### src/rtl/alu_operand_sequencer.sv
`default_nettype none
// +--------------------------------------------------------------------------+
// | Module      : alu_operand_sequencer                                      |
// | Description : Gathers A, B and sel from switches over three button       |
// |               presses, drives the ALU, then latches its result/flags.    |
// | Revision    : 1.0                                                        |
// +--------------------------------------------------------------------------+
module alu_operand_sequencer #(
  parameter int N      = 4,
  parameter int MAX_OP = 9
) (
  input  logic         clk,
  input  logic         rst,
  input  logic [N-1:0] sw,
  input  logic         btn,
  input  logic [N-1:0] alu_result,
  input  logic         alu_of,
  input  logic         alu_carry,
  input  logic         alu_cero,
  input  logic         alu_neg,
  output logic [N-1:0] A,
  output logic [N-1:0] B,
  output logic [3:0]   sel,
  output logic [N-1:0] res_q,
  output logic [3:0]   flags_q,
  output logic [2:0]   state,
  output logic         done,
  output logic         err
);

  localparam logic [2:0] S_A    = 3'd0;
  localparam logic [2:0] S_B    = 3'd1;
  localparam logic [2:0] S_OP   = 3'd2;
  localparam logic [2:0] S_EXEC = 3'd3;
  localparam logic [2:0] S_SHOW = 3'd4;

  localparam logic [4:0] C_OP_LIMIT = 5'(MAX_OP);

  logic [2:0]   state_q, state_d;
  logic         btn_q;
  logic [N-1:0] a_q, a_d;
  logic [N-1:0] b_q, b_d;
  logic [3:0]   sel_q, sel_d;
  logic [N-1:0] res_d;
  logic [3:0]   flags_d;
  logic         done_q, done_d;
  logic         err_q, err_d;

  logic         w_press;
  logic         w_op_invalid;

  assign w_press      = btn & ~btn_q;
  assign w_op_invalid = ({1'b0, sw[3:0]} > C_OP_LIMIT);

  always_comb begin
    state_d = state_q;
    a_d     = a_q;
    b_d     = b_q;
    sel_d   = sel_q;
    res_d   = res_q;
    flags_d = flags_q;
    done_d  = 1'b0;
    err_d   = err_q;
    case (state_q)
      S_A: begin
        if (w_press) begin
          a_d     = sw;
          state_d = S_B;
        end
      end
      S_B: begin
        if (w_press) begin
          b_d     = sw;
          state_d = S_OP;
        end
      end
      S_OP: begin
        if (w_press) begin
          sel_d = sw[3:0];
          // Rejected codes skip execution so the previous result stays on display
          if (w_op_invalid) begin
            err_d   = 1'b1;
            state_d = S_SHOW;
          end else begin
            err_d   = 1'b0;
            state_d = S_EXEC;
          end
        end
      end
      S_EXEC: begin
        res_d   = alu_result;
        flags_d = {alu_of, alu_carry, alu_cero, alu_neg};
        done_d  = 1'b1;
        state_d = S_SHOW;
      end
      S_SHOW: begin
        if (w_press) begin
          state_d = S_A;
        end
      end
      default: begin
        state_d = S_A;
      end
    endcase
  end

  // btn_q resets high so a button held across reset release is not a press
  always_ff @(posedge clk or posedge rst) begin
    if (rst) begin
      state_q <= S_A;
      btn_q   <= 1'b1;
      a_q     <= '0;
      b_q     <= '0;
      sel_q   <= '0;
      res_q   <= '0;
      flags_q <= '0;
      done_q  <= 1'b0;
      err_q   <= 1'b0;
    end else begin
      state_q <= state_d;
      btn_q   <= btn;
      a_q     <= a_d;
      b_q     <= b_d;
      sel_q   <= sel_d;
      res_q   <= res_d;
      flags_q <= flags_d;
      done_q  <= done_d;
      err_q   <= err_d;
    end
  end

  assign A     = a_q;
  assign B     = b_q;
  assign sel   = sel_q;
  assign state = state_q;
  assign done  = done_q;
  assign err   = err_q;

endmodule
`default_nettype wire

### config.mk
export PLATFORM = sky130hd
export DESIGN_NAME = alu_operand_sequencer
export DESIGN_NICKNAME = d
export VERILOG_FILES = /design/src/rtl/alu_operand_sequencer.sv
export SDC_FILE = /design/constraint.sdc
export NUM_CORES = 1
export LEC_CHECK = 0
export BUFFER_PORTS_ARGS = -buffer_cell sky130_fd_sc_hd__buf_2
export CORE_UTILIZATION = 50
export DETAILED_ROUTE_END_ITERATION = 12
export PLACE_DENSITY = 0.81
export SYNTH_ARGS = -nofsm -noshare
export SYNTH_HDL_FRONTEND = slang
export SYNTH_SLANG_ARGS = --single-unit
### constraint.sdc
create_clock -name clk -period 3.3 [get_ports clk]
set_input_delay 0.33 -clock clk [delete_from_list [all_inputs] [get_ports clk]]
set_output_delay 0.33 -clock clk [all_outputs]
set_load 0.02 [all_outputs]
==> reports/qor.yml <==
placed_design:
  place_ws_ps: 1750
  place_inst: 132
  port_buffers: 39
  gp_congestion: 0.777
  dpl.hpwl_um: 1390
  postPlaceCellArea_sq_mm: 0.00126
floorplanning:
  ios: 40
  die-area_sq_mm: 0.00229
  core_area_sq_mm: 0.00196
  rows: 16
  die_w_um: 47.8
  die_y_um: 47.8
  start_util_pct: 53.5
clocking:
  htree_levels: 1
  post_cts_buffers: 0
  cts_tree: "built"
  clockRootBuffer: "clkbuf_4"
  clkLatencyLatePin_ps: 320
  cts_buffer_depth: 2
  cts_hold_buf: 0
  post_cts_resized: 0
  path_clk_slew_ps: 140
  cts_buffers: 3
  clkSinkCount: 26
synthesis:
  ys_warn_count: 0
  syn_area_sq_mm: 0.00105
  netlist_top_cells_area: "dfrtp_1 (60%), mux2_2 (18%), mux2_4 (5.7%)"
  synth_edf_count: 0
  async_flop_share_pct: 100
  synth_most_common_cell: "dfrtp_1"
  synth-xor-area-share_pct: 0
  yosysTopAreaCellShare_pct: 59.6
  synth_fa_ha_area_share_pct: 0
  synth_nets: 83
  avgSynthCellArea_sq_um: 15.4
  synth_compound_area_share_pct: 3.46
  synth_flop_cell: "dfrtp_1"
  ys_ff_latch: 26
  synth_common_cells: "dfrtp_1 (25), mux2_2 (17), mux2_4 (4)"
  synthCells: 68
  synth_mux_area_share_pct: 24.0
  synth_area_leader_cell: "dfrtp_1"
  synth_top_family_by_area: "multiplexers"
  synthSimpleGateAreaFrac_pct: 8.22
  ys_seq_area_share_pct: 62.1
  synth_cell_types: 21
power:
  finalPower_mw: 1.34
  ir_drop_mv: 0.522
  p_leak_nw: 0.674
  p_per_area_mw_per_mm2: 1020
route:
  vias_per_cell: 4.93
  first_iter_violations: 2
  drtPass1Iterations: 3
  wl_um: 1830
  wl_per_cell_um: 13.5
  drc: 0
  vias: 670
  ant_nets: 0
critical_path:
  cp.arrival_ps: 1790
  cp_cell_sequence: "nor3b_2 > and3b_1 > mux2_4"
  start_kind: "flop"
  critical_path_required_ps: 3510
  crit_type: "reg -> reg"
  end_kind: "flop"
  crit_fanout: 7
  cpMaxStageDelayCell: "dfrtp_1"
  cp_slowest_stage_delay_ps: 470
sta:
  hold_ws_ps: 108
  final-setup-viol-count: 0
  fin_tns_setup_ps: 0
  worst_slew_pin_slew_ps: 950
  period_minus_slack_ps: 1580
  rsz0062_at_grt: "false"
  hold_viol_final: 0
  fin_crit_sh_pct: 47.8
  finClkSkew_ps: 9.32
  maxSlewViolCount: 0
  max_slew_margin_pct: 36.6
  max_freq_ghz: 0.633
  fin_ws_ps: 1720
global_route:
  grt_pass1_vias: 608
  antenna_found_initial: 0
  grt_max_degree: 27
  overflow: 0
  grt_pass1_wl_um: 2730
  grt_usage_pct: 17.9
layout:
  stdcell_area_sq_mm: 0.00132
  drive_gt1_share_pct: 61.5
  diodes: 0
  nets: 125
  fin_cells: 136
  utilization_pct: 67.0
  area_delta_synth_final_pct: 25.3
status:
  status: "complete, no violations"
min_path:
  hold_class: "in -> reg"
run:
  maxCapViolCount: 0
-- per-layer routing --
metal  vias to the layer above  part of all wire [%]  track usage [%]
met4                         0                   1.7             8.33
met3                         4                   2.8             3.40
li1                        319                     -                -
met5                         -                     0                0
met2                        18                    50             28.4
met1                       329                    45             23.9
-- final cells by class --
class	instances	area [sq um]
sequential	26	652
fill	170	647
multi-input combinational	38	374
timing repair buffer	39	195
tap	27	33.8
clock inverter	1	30.0
clock buffer	3	22.5
inverter	2	7.51
-- kinds of logic after synthesis --
group,after synthesis
AND/OR/NAND/NOR,12
AO/OA/AOI/OAI,5
multiplexers,21
buffers and inverters,4
flip-flops,26
-- report_power, final --
group	switching, mW	internal (mW)
Clock	0.0900	0.123
Combinational	0.314	0.258
Sequential	0.0925	0.464
Total	0.496	0.844
-- layout by cell type (no fill, tap or decap) --
master	instances
nand2_1	1
nand2b_1	3
nor3b_1	1
dfstp_2	1
mux2_2	17
a211o_1	1
clkbuf_4	3
o21a_1	1
o211ai_1	1
bufinv_16	1
nand3b_1	2
a21oi_1	1
buf_2	39
a21o_1	1
nor2_1	1
nor3b_2	1
inv_1	2
dfrtp_1	25
mux2_4	4
and3b_1	1
nand3_1	1
nand3b_2	1
-- flip-flops by register name (all words and copies together) (netlist names) --
name and cells:
done 1, A 4, err 1, res_q 4
btn_q 1, state 3, B 4, flags_q 4
sel 4
-- worst max-delay path, delay by kind of cell (launching register included) --
kind / cells / cell delay, ps
muxes: 1 / 330
DFF: 1 / 470
and+or+nand+nor: 2 / 680
-- path summary, 6_finish.rpt --
kind,from,to,slack (ps),cells after the start
max,state[2],B[2],1720,3
min,btn,btn_q,110,1
max reg2reg,state[2],B[2],1720,3
min reg2reg,sel[3],sel[3],510,1
max in group asynchronous,rst,A[2],2520,2
min in group asynchronous,rst,res_q[2],200,2
Note: power is estimated with default switching activity, not from simulation.
